===== config.mk =====
export PLATFORM = sky130hd
export DESIGN_NAME = fetch_unit
export DESIGN_NICKNAME = d
export VERILOG_FILES = /design/src/rtl/fetch_pkg.sv /design/src/rtl/pc_reg.sv /design/src/rtl/fetch_unit.sv
export SDC_FILE = /design/constraint.sdc
export NUM_CORES = 1
export LEC_CHECK = 0
export ABC_AREA = 1
export BUFFER_PORTS_ARGS = -buffer_cell sky130_fd_sc_hd__buf_2
export CAP_MARGIN = 5
export CORE_MARGIN = 1.5
export CORE_UTILIZATION = 48
export CTS_BUF_LIST = sky130_fd_sc_hd__clkbuf_8 sky130_fd_sc_hd__clkbuf_16
export CTS_CLUSTER_SIZE = 25
export DETAILED_ROUTE_END_ITERATION = 12
export MAX_ROUTING_LAYER = met4
export PLACE_DENSITY = 0.91
export SLEW_MARGIN = 20
export SYNTH_ARGS = -nofsm -noshare
export SYNTH_HDL_FRONTEND = slang
export SYNTH_HIERARCHICAL = 1
export SYNTH_SLANG_ARGS = --single-unit
export TNS_END_PERCENT = 1

===== constraint.sdc =====
create_clock -name clk -period 1.71 [get_ports clk]
set_input_delay 0.2565 -clock clk [delete_from_list [all_inputs] [get_ports clk]]
set_output_delay 0.2565 -clock clk [all_outputs]
set_load 0.02 [all_outputs]

===== src/rtl/fetch_pkg.sv =====
// Shared types and constants for the instruction fetch stage: state encoding,
// PC/instruction widths, HALT opcode field location and IF/ID bundle layout.
package fetch_pkg;

  localparam int PC_W     = 16;
  localparam int INSTR_W  = 16;
  localparam int BUNDLE_W = PC_W + INSTR_W;

  localparam int OPC_HI = 15;
  localparam int OPC_LO = 11;
  localparam int OPC_W  = OPC_HI - OPC_LO + 1;

  localparam logic [OPC_W-1:0] HALT_OPCODE_DEFAULT = 5'b00000;

  // IF/ID bundle is {pc_plus2, instr}
  localparam int BUNDLE_PC_LSB    = INSTR_W;
  localparam int BUNDLE_INSTR_LSB = 0;

  typedef enum logic [1:0] {
    ST_RUN  = 2'd0,
    ST_HOLD = 2'd1,
    ST_HALT = 2'd2
  } fetch_state_e;

endpackage


===== src/rtl/pc_reg.sv =====
// Program counter: 16-bit enabled register with synchronous reset to RESET_PC.
module pc_reg
  import fetch_pkg::*;
#(
  parameter logic [PC_W-1:0] RESET_PC = '0
) (
  input  logic            clk,
  input  logic            rst,
  input  logic            en,
  input  logic [PC_W-1:0] d,
  output logic [PC_W-1:0] q
);

  always_ff @(posedge clk) begin
    if (rst) begin
      q <= RESET_PC;
    end else if (en) begin
      q <= d;
    end
  end

endmodule


===== src/rtl/fetch_unit.sv =====
// Instruction fetch stage with one-entry hold buffer for IF/ID stalls and HALT decode.
// Optional statistics counters are built when FETCH_STATS_EN is defined.
module fetch_unit
  import fetch_pkg::*;
#(
  parameter logic [PC_W-1:0]  RESET_PC    = 16'h0000,
  parameter logic [OPC_W-1:0] HALT_OPCODE = HALT_OPCODE_DEFAULT
) (
  input  logic                clk,
  input  logic                rst,
  input  logic                stall,
  input  logic                redirect,
  input  logic [PC_W-1:0]     redirect_pc,
  output logic                imem_req,
  output logic [PC_W-1:0]     imem_addr,
  input  logic                imem_rdy,
  input  logic [INSTR_W-1:0]  imem_data,
  output logic [BUNDLE_W-1:0] ifid_bundle,
  output logic                ifid_we,
  output logic                halted,
  output logic [15:0]         fetch_cnt,
  output logic [15:0]         stall_cnt
);

  fetch_state_e       state_q, state_d;
  logic [INSTR_W-1:0] ibuf_q, ibuf_d;
  logic [PC_W-1:0]    pc_q, pc_d;
  logic               pc_en;
  logic [PC_W-1:0]    pc_plus2;
  logic [INSTR_W-1:0] instr;
  logic               is_halt;
  logic               deliver;

  pc_reg #(
    .RESET_PC (RESET_PC)
  ) u_pc_reg (
    .clk (clk),
    .rst (rst),
    .en  (pc_en),
    .d   (pc_d),
    .q   (pc_q)
  );

  assign pc_plus2  = pc_q + PC_W'(2);
  assign instr     = (state_q == ST_HOLD) ? ibuf_q : imem_data;
  assign is_halt   = (instr[OPC_HI:OPC_LO] == HALT_OPCODE);
  assign imem_addr = pc_q;
  assign ifid_bundle[BUNDLE_PC_LSB +: PC_W]       = pc_plus2;
  assign ifid_bundle[BUNDLE_INSTR_LSB +: INSTR_W] = instr;

  always_comb begin
    imem_req = 1'b0;
    ifid_we  = 1'b0;
    halted   = 1'b0;
    deliver  = 1'b0;
    pc_en    = 1'b0;
    pc_d     = pc_q;
    state_d  = state_q;
    ibuf_d   = ibuf_q;
    if (!rst) begin
      unique case (state_q)
        ST_RUN: begin
          imem_req = 1'b1;
          if (imem_rdy && !redirect) begin
            if (!stall) begin
              deliver = 1'b1;
            end else begin
              ibuf_d  = imem_data;
              state_d = ST_HOLD;
            end
          end
        end
        ST_HOLD: begin
          if (!stall && !redirect) begin
            deliver = 1'b1;
          end
        end
        ST_HALT: begin
          halted = 1'b1;
        end
        default: begin
          state_d = ST_RUN;
        end
      endcase
      if (deliver) begin
        ifid_we = 1'b1;
        pc_en   = 1'b1;
        pc_d    = pc_plus2;
        state_d = is_halt ? ST_HALT : ST_RUN;
      end
      // A resolved branch wins over everything: drop buffered and in-flight data.
      if (redirect) begin
        pc_en   = 1'b1;
        pc_d    = redirect_pc;
        state_d = ST_RUN;
        ibuf_d  = '0;
      end
    end
  end

  always_ff @(posedge clk) begin
    if (rst) begin
      state_q <= ST_RUN;
      ibuf_q  <= '0;
    end else begin
      state_q <= state_d;
      ibuf_q  <= ibuf_d;
    end
  end

`ifdef FETCH_STATS_EN
  logic [15:0] fetch_cnt_q, fetch_cnt_d;
  logic [15:0] stall_cnt_q, stall_cnt_d;
  logic        stall_cycle;

  always_comb begin
    stall_cycle = !rst && (((state_q == ST_RUN) && !imem_rdy) || (state_q == ST_HOLD));
    fetch_cnt_d = fetch_cnt_q;
    stall_cnt_d = stall_cnt_q;
    if (ifid_we && (fetch_cnt_q != 16'hFFFF)) begin
      fetch_cnt_d = fetch_cnt_q + 16'd1;
    end
    if (stall_cycle && (stall_cnt_q != 16'hFFFF)) begin
      stall_cnt_d = stall_cnt_q + 16'd1;
    end
  end

  always_ff @(posedge clk) begin
    if (rst) begin
      fetch_cnt_q <= '0;
      stall_cnt_q <= '0;
    end else begin
      fetch_cnt_q <= fetch_cnt_d;
      stall_cnt_q <= stall_cnt_d;
    end
  end

  assign fetch_cnt = fetch_cnt_q;
  assign stall_cnt = stall_cnt_q;
`else
  assign fetch_cnt = 16'h0000;
  assign stall_cnt = 16'h0000;
`endif

endmodule


==> impl_metrics.yaml, run 1 <==
synth:
  yosys.area.top_type_share_pct: 25.8
  avgSynthCellArea_um2: 5.79
  yosys.cell_types.count: 26
  yosysTopAreaCell: "dfxtp_1"
  syn_inst: 455
  ys_ff_latch: 34
  yosys-top-cells-area: "dfxtp_1, nand2_1, nor2_1, buf_4, inv_1"
  synthesis.area_mm2: 0.00264
  synth-warning-count: 6
  ys_seq_area_share_pct: 25.8
route:
  wirelength_um: 7650
  ant_nets: 0
  drtIter0Drc: 272
  drt-wirelength-per-cell_um: 12.3
  drt-vias-per-instance: 4.94
  drc_errors: 0
  dr.pass1.iters: 6
  route.vias.total: 3071
clocking:
  clk_pin_slew_ns: 0.08
  hold_buffers: 0
  root_buffer: "clkbuf_8"
  htreeDepth: 2
  tritoncts: "yes"
  clk_latency_ns: 0.30
  cts_sinks: 34
  clockBufferDepth: 2
  numCtsBuffers: 5
setup_path:
  r2r_slack_ns: 0.07
  slowest_stage: "dfxtp_4"
  path_cells: "ha_4 > buf_4 > xor2_1 > buf_2"
  critPathLaunchType: "register"
  worstPathRequired_ns: 1.45
  crit_buf_inv: 2
  cp_max_fo: 5
  cp_data_arrival_time_ns: 1.52
  slowest_delay_ns: 0.38
  endpoint_kind: "primary output"
  cpLargestDelayFamily: "flip-flops"
  crit_type: "reg -> out"
die:
  row_count: 26
  die_w_um: 77.1
  dieArea_mm2: 0.00595
  fp.coreArea_mm2: 0.00520
  die_h_um: 77.1
  start_util_pct: 50.6
  ios: 120
sta:
  slew_headroom_pct: 63.3
  holdWs_ns: 0.217
  fin_crit_ns: 1.78
  timing.final.ws_setup_ns: -0.0695
  setup_tns_ns: -0.289
  drv_slew: 0
  worst_pin_slew_ns: 0.551
  hold_viol_final: 0
  fmax_mhz: 562
  post-route-period-util_pct: 104
  skew_ns: 0.00975
  rsz0062_at_grt: "yes"
  setup_violations: 6
placed_design:
  dp_hpwl_um: 5050
  placed_cell_area_mm2: 0.00301
  place.gp.congestion: 0.896
  io_buffers: 87
  post-place-ws_ns: 0.0431
pwr:
  power.total_mw: 2.21
  power_density_mw_per_mm2: 653
  p_leak_nw: 1.77
  ir_drop_mv: 0.499
cells_and_area:
  nNetsFinal: 592
  drive_gt1_share_pct: 30.3
  antennaDiodeCount: 0
  design_area_mm2: 0.00338
  final.fill_count: 446
  area_delta_synth_final_pct: 28.2
global_routing:
  antenna_found_initial: 0
  overflow: 0
  track_usage_pct: 25.0
  grt_max_degree: 19
  grt_pass1_vias: 2675
  grt_pass1_wl_um: 11700
run:
  maxCapViolCount: 0
min_path:
  worst_hold_path_type: "in -> reg"
status:
  violations: "setup timing"
  status: "finished, violations left"
-- placed cells by master, fill, tap and decap left out, types with 3 or more instances in the layout --
master	netlist	layout
nand2_1	146	138
clkbuf_8	0	5
inv_2	3	5
xor2_1	3	3
nand3_2	1	3
a21oi_1	18	17
nand2_2	2	9
buf_4	36	19
conb_1	1	32
buf_2	1	78
nor2_1	80	74
nand4_1	3	3
ha_4	0	3
o21ai_0	24	20
dfxtp_4	0	5
inv_1	53	49
o21ai_1	1	3
dfxtp_2	0	7
nand3_1	21	18
nor2_2	5	6
buf_6	6	7
nor2_4	0	5
dfxtp_1	34	22
-- worst register-to-register path: stages (launching register included) --
cell and delay, ns:
dfxtp_4 0.37, inv_2 0.09, ha_4 0.15, nand2_1 0.06, nand2_2 0.08, nand3_4 0.10
buf_4 0.20, a21oi_1 0.18, a21oi_1 0.11, inv_1 0.06, nand2_1 0.04, nand2_1 0.05
nor2_1 0.04
-- report_power, final --
part / internal (mW) / switching [mW] / leakage (nW)
sequential: 0.831 / 0.0531 / 0.284
combinational: 0.245 / 0.460 / 1.44
clock: 0.286 / 0.332 / 0.0441
-- stage by stage --
stage / utilization (%) / std cells
final: 64.9 / 622
after global routing: 64.9 / 622
after detailed placement: 57.8 / 608
after CTS: 62.2 / 621
after floorplan: - / 486
after global placement: 57.8 / 608
-- layout make-up --
class,instances,area [um^2],area share [%]
Multi-Input combinational cell,348,1640,48.5
Timing Repair Buffer,105,632,18.7
Clock buffer,5,68.8,2.04
Tap cell,70,87.6,2.59
Clock inverter,3,21.3,0.629
Sequential cell,34,708,21.0
Inverter,57,224,6.63
-- path summary, 6_finish.rpt --
check	start	to	depth (start not counted)
max	u_pc_reg/q[1]$_SDFFE_PP0P_	ifid_bundle[19]	4
min	imem_data[7]	ibuf_q[7]$_SDFFE_PP0P_	3
max reg2reg	state_q[0]$_SDFFE_PP0P_	u_pc_reg/q[7]$_SDFFE_PP0P_	12
min reg2reg	ibuf_q[13]$_SDFFE_PP0P_	ibuf_q[13]$_SDFFE_PP0P_	2
-- logic make-up after synthesis --
kind of cell | Yosys count | synth area share [%]
flip-flops | 34 | 25.8
AO/OA/AOI/OAI | 44 | 8.45
AND/OR/NAND/NOR | 265 | 40.9
XOR/XNOR | 3 | 0.997
adder cells (fa/ha/maj) | 4 | 1.90
buffers and inverters | 104 | 21.8
other | 1 | 0.142
-- registers in the layout (all words and copies together), names as in the netlist --
register	count
u_pc_reg/q	16
ibuf_q	16
state_q	2
-- what timing repair did --
item / 4_1_cts / 5_1_grt
gates resized for setup: 39 / 44
pin swaps: 8 / 10
setup buffers: 5 / 1
endpoints found under the setup margin: 27 / 36
-- routing by layer --
| metal | GRT usage (%) | up-vias | wire length, um |
|---|---|---|---|
| met1 | 27.7 | 1339 | 2890 |
| met3 | 5.60 | 32 | 728 |
| met4 | 12.0 | 0 | 301 |
| li1 | - | 1505 | - |
| met5 | - | - | 0 |
| met2 | 42.4 | 195 | 3730 |
-- synthesized netlist by cell type --
library cell	instances
nand2_1	146
nor2_1	80
inv_1	53
buf_4	36
dfxtp_1	34
o21ai_0	24
nand3_1	21
a21oi_1	18
buf_6	6
nor2_2	5
and2_1	4
ha_1	4
clkbuf_1	3
inv_2	3
nand4_1	3
xor2_1	3
nand2_2	2
nand3b_1	2
buf_2	1
clkbuf_2	1
conb_1	1
inv_4	1
nand2_4	1
nand3_2	1
o211ai_1	1
o21ai_1	1
No activity file was read; power rests on OpenSTA's default activity.
==> run 2: changes to the inputs <==
--- a/config.mk
+++ b/config.mk
@@ -9,15 +9,14 @@
 export BUFFER_PORTS_ARGS = -buffer_cell sky130_fd_sc_hd__buf_2
 export CAP_MARGIN = 5
 export CORE_MARGIN = 1.5
-export CORE_UTILIZATION = 48
+export CORE_UTILIZATION = 46
 export CTS_BUF_LIST = sky130_fd_sc_hd__clkbuf_8 sky130_fd_sc_hd__clkbuf_16
 export CTS_CLUSTER_SIZE = 25
 export DETAILED_ROUTE_END_ITERATION = 12
 export MAX_ROUTING_LAYER = met4
-export PLACE_DENSITY = 0.91
+export PLACE_DENSITY = 0.89
 export SLEW_MARGIN = 20
 export SYNTH_ARGS = -nofsm -noshare
 export SYNTH_HDL_FRONTEND = slang
-export SYNTH_HIERARCHICAL = 1
 export SYNTH_SLANG_ARGS = --single-unit
 export TNS_END_PERCENT = 1
==> constraint.sdc (replaced) <==
create_clock -name clk -period 1.65 [get_ports clk]
set_input_delay 0.2475 -clock clk [delete_from_list [all_inputs] [get_ports clk]]
set_output_delay 0.2475 -clock clk [all_outputs]
set_load 0.02 [all_outputs]
==> run 2 against run 1 <==
Effect of this change:
- combinational power decreased by 14%
- clock skew down 0.0025 ns
- synthesized cell count decreased by 18%
- the flow still finishes with violations (setup timing)
- largest cell class unchanged
==> impl_metrics.yaml, run 2 <==
sta:
  setup_violations: 7
  fmax_mhz: 575
  timing.final.ws_setup_ns: -0.0901
  setup_tns_ns: -0.354
  rsz0062_at_grt: "yes"
  fin_crit_ns: 1.74
  post-route-period-util_pct: 105
  drv_slew: 0
  holdWs_ns: 0.165
  skew_ns: 0.00725
  hold_viol_final: 0
clocking:
  clk_pin_slew_ns: 0.08
  tritoncts: "yes"
  clk_latency_ns: 0.30
  clockBufferDepth: 2
  root_buffer: "clkbuf_8"
  numCtsBuffers: 5
  htreeDepth: 2
  cts_sinks: 34
synth:
  yosys.cell_types.count: 32
  synth_commonest_cells: "nand2_1, nor2_1, buf_4"
  ys_seq_area_share_pct: 28.3
  synth-warning-count: 0
  syn_inst: 374
  yosysTopAreaCell: "dfxtp_1"
  synth_most_common_cell: "nand2_1"
  synthFlopType: "dfxtp_1"
  ys_ff_latch: 34
  synth_edf_count: 0
  synthesis.area_mm2: 0.00240
  yosys.area.top_type_share_pct: 28.3
  avgSynthCellArea_um2: 6.42
  synth-async-reset-ratio_pct: 0
  yosys-top-cells-area: "dfxtp_1, nand2_1, buf_4, nor2_1, o21ai_0"
run:
  maxCapViolCount: 0
global_routing:
  grt_max_degree: 19
  overflow: 0
  met2_usage_pct: 37.3
  use_met1_pct: 28.5
  grt.busiest_layer: "met2"
  grt_pass1_vias: 2147
  gr-usage-met3_pct: 4.28
  antenna_found_initial: 0
  grt_pass1_wl_um: 9560
  track_usage_pct: 22.9
route:
  dr.pass1.iters: 6
  drt-wirelength-per-cell_um: 12.2
  drtIter0Drc: 292
  route.vias.total: 2676
  wirelength_um: 6570
  ant_nets: 0
  drt-vias-per-instance: 4.96
  drc_errors: 0
setup_path:
  critPathLaunchType: "register"
  worstPathRequired_ns: 1.40
  slowest_delay_ns: 0.39
  cp_max_fo: 5
  cp_data_arrival_time_ns: 1.49
  slowest_stage: "dfxtp_4"
  crit_buf_inv: 2
  crit_type: "reg -> out"
  path_cells: "ha_4 > nand2_4 > nor2_4 > xnor2_1 > inv_1 > buf_2"
  cpLargestDelayFamily: "flip-flops"
  endpoint_kind: "primary output"
cells_and_area:
  final.fill_count: 447
  final_common_cell: "nand2_1"
  final_cells: 539
  area_delta_synth_final_pct: 33.1
  reg_top3: "ibuf_q x16, u_pc_reg.q x16, state_q x2"
  post-route-util_pct: 63.0
  drive_gt1_share_pct: 34.1
  nNetsFinal: 509
  antennaDiodeCount: 0
  final_cell_mix: "nand2_1, buf_2, nor2_1"
die:
  dieArea_mm2: 0.00566
  ios: 120
  start_util_pct: 47.3
  row_count: 26
  die_h_um: 75.3
  fp.coreArea_mm2: 0.00507
  die_w_um: 75.3
pwr:
  power_density_mw_per_mm2: 766
  p_leak_nw: 1.63
  ir_drop_mv: 0.681
  power.total_mw: 2.45
min_path:
  worst_hold_path_type: "in -> reg"
placed_design:
  dp_cells: 529
  place.gp.congestion: 0.910
  io_buffers: 87
  dp_hpwl_um: 4530
status:
  status: "finished, violations left"
  violations: "setup timing"
[run 2: through the flow]
step / worst slack, ns / instance area (um^2)
final: -0.0901 / 3200
after global routing: -0.157 / 3200
after CTS: -0.0514 / 3100
after detailed placement: 0.0866 / 2830
after global placement: 0.160 / 2830
after floorplan: 0.0247 / 2530
[run 2: kinds of logic after synthesis]
family | Yosys count | synth area share [%]
AO/OA/AOI/OAI | 53 | 11.2
flip-flops | 34 | 28.3
buffers and inverters | 83 | 19.3
XOR/XNOR | 4 | 1.46
other | 1 | 0.156
AND/OR/NAND/NOR | 195 | 37.4
adder cells (fa/ha/maj) | 4 | 2.08
[run 2: repair_timing]
item                                    CTS  global route
hold buffers                              0             0
resized for setup                        38            38
cloned                                    1             0
pin swaps                                 4             7
endpoints found under the setup margin   29            42
buffers inserted                          1             0
[run 2: path summary, 6_finish.rpt]
check / startpoint / end / slack (ns) / cells after the start
max: u_pc_reg.q[2]$_SDFFE_PP0P_ / ifid_bundle[23] / -0.09 / 6
min: redirect_pc[0] / u_pc_reg.q[0]$_SDFFE_PP0P_ / 0.17 / 2
max reg2reg: state_q[0]$_SDFFE_PP0P_ / u_pc_reg.q[13]$_SDFFE_PP0P_ / 0.06 / 10
min reg2reg: ibuf_q[8]$_SDFFE_PP0P_ / ibuf_q[8]$_SDFFE_PP0P_ / 0.46 / 2
[run 2: routing by layer]
layer | vias up | routed length (um)
li1 | 1302 | -
met1 | 1219 | 2720
met2 | 141 | 3260
met3 | 14 | 443
met4 | 0 | 145
met5 | - | 0
[run 2: area by class of cell]
type	count	area, um^2	area share [%]
inverters	38	155	4.85
flip-flops and latches	34	708	22.2
multi-input cells	289	1490	46.5
clock inverters	3	68.8	2.15
well taps	70	87.6	2.74
repair buffers	100	621	19.4
clock buffers	5	68.8	2.15
[run 2: where the power goes]
group          leakage (nW)  switching [mW]  internal [mW]
Clock                0.0683           0.342          0.606
Combinational          1.27           0.393          0.213
Sequential            0.284          0.0411          0.855
==> run 3: changes to the inputs <==
==> constraint.sdc (replaced) <==
create_clock -name clk -period 1.65 [get_ports clk]
set_input_delay 0.165 -clock clk [delete_from_list [all_inputs] [get_ports clk]]
set_output_delay 0.165 -clock clk [all_outputs]
set_load 0.02 [all_outputs]
==> run 3 against run 2 <==
Effect of this change:
- the run now ends clean
- global-route usage is 0.41 points higher
- hold slack worse by 0.069 ns
- clock power is 1% higher
==> impl_metrics.yaml, run 3 (synthesized netlist as in run 2, its figures left out) <==
route:
  dr.pass1.iters: 5
  drc_errors: 0
  drt-wirelength-per-cell_um: 12.5
  drt-vias-per-instance: 5.07
  drtIter0Drc: 259
  wirelength_um: 6760
  route.vias.total: 2731
  ant_nets: 0
global_routing:
  antenna_found_initial: 0
  track_usage_pct: 23.3
  grt_max_degree: 19
  overflow: 0
  grt_pass1_wl_um: 9860
  grt_pass1_vias: 2231
die:
  dieArea_mm2: 0.00566
  row_count: 26
  die_h_um: 75.3
  ios: 120
  die_w_um: 75.3
  fp.coreArea_mm2: 0.00507
  start_util_pct: 47.3
sta:
  rsz0062_at_grt: "yes"
  drv_slew: 0
  fin_crit_ns: 1.61
  hold_viol_final: 0
  post-route-period-util_pct: 97.8
  fmax_mhz: 620
  setup_violations: 0
  setup_tns_ns: 0
  skew_ns: 0.00156
  holdWs_ns: 0.0966
clocking:
  hold_buffers: 0
  htreeDepth: 2
  cts_sinks: 34
  root_buffer: "clkbuf_8"
  numCtsBuffers: 5
  clk_latency_ns: 0.29
  clk_pin_slew_ns: 0.07
  tritoncts: "yes"
  clockBufferDepth: 2
placed_design:
  io_buffers: 87
  dp_hpwl_um: 4620
  placed_cell_area_mm2: 0.00278
  dp_cells: 523
  place.gp.congestion: 0.884
setup_path:
  crit_buf_inv: 1
  crit_type: "reg -> out"
  slowest_stage: "dfxtp_1"
  path_cells: "nand3_1 > nor2_4 > nand3_1 > nand2_1 > nand2_1 > buf_4"
  cpLargestDelayFamily: "simple AND/OR/NAND/NOR gates"
  cp_max_fo: 5
  worstPathRequired_ns: 1.48
  slowest_delay_ns: 0.40
  cp_data_arrival_time_ns: 1.45
  critPathLaunchType: "register"
  endpoint_kind: "primary output"
cells_and_area:
  design_area_mm2: 0.00318
  reg_top3: "ibuf_q x16, u_pc_reg.q x16, state_q x2"
  final_common_cell: "nand2_1"
  final_cells: 539
  nNetsFinal: 509
  post-route-util_pct: 62.6
  antennaDiodeCount: 0
  drive_gt1_share_pct: 33.9
  area_delta_synth_final_pct: 32.2
  final_cell_mix: "nand2_1, buf_2, nor2_1"
pwr:
  ir_drop_mv: 0.539
  p_leak_nw: 1.61
  power_density_mw_per_mm2: 773
status:
  status: "completed"
run:
  maxCapViolCount: 0
min_path:
  worst_hold_path_type: "in -> reg"
## run 3: final timing paths
kind	startpoint	endpoint	slack (ns)	cells after the start
setup / recovery	u_pc_reg.q[6]$_SDFFE_PP0P_	ifid_bundle[31]	0.04	6
hold / removal	redirect_pc[0]	u_pc_reg.q[0]$_SDFFE_PP0P_	0.1	2
setup reg to reg	state_q[0]$_SDFFE_PP0P_	u_pc_reg.q[13]$_SDFFE_PP0P_	0.06	10
hold reg to reg	ibuf_q[8]$_SDFFE_PP0P_	ibuf_q[8]$_SDFFE_PP0P_	0.45	2
## run 3: worst reg2reg max path, stage by stage (launching register included)
cell	delay, ns
dfxtp_2	0.38
inv_2	0.07
ha_4	0.17
nand2_1	0.08
nand2_2	0.06
nand3_4	0.09
nor2_8	0.06
buf_4	0.16
nor2_8	0.19
nand2_1	0.10
a21oi_1	0.16
## run 3: metrics by stage
step,total power [mW],setup slack [ns]
after floorplan,1.34,0.105
after global placement,1.44,0.179
after detailed placement,1.45,0.134
after CTS,2.42,-0.0149
after global routing,2.57,-0.0347
final,2.46,0.0359
## run 3: where the power goes
group          total (mW)  switching (mW)  internal [mW]
clock               0.957           0.313          0.644
sequential          0.896          0.0407          0.855
combinational       0.602           0.399          0.203
## run 3: layout make-up
type / instances / area [um^2]
inverters: 38 / 150
multi-input cells: 290 / 1510
repair buffers: 99 / 582
clock inverters: 2 / 60.1
flip-flops and latches: 34 / 701
clock buffers: 6 / 82.6
fillers: 439 / 1900
well taps: 70 / 87.6
## run 3: timing repair
action	in CTS	in global routing
setup buffers	2	4
gates cloned	1	1
endpoints found under the setup margin	21	27
hold endpoints to repair	0	0
resized for setup	24	37
pin swaps	3	18
## run 3: metal layers
layer	up-vias	global-route usage, %	wire length [um]
met1	1241	28.6	2630
met3	33	4.42	609
met4	0	10.3	274
met5	-	-	0
li1	1294	-	-
met2	163	37.2	3240
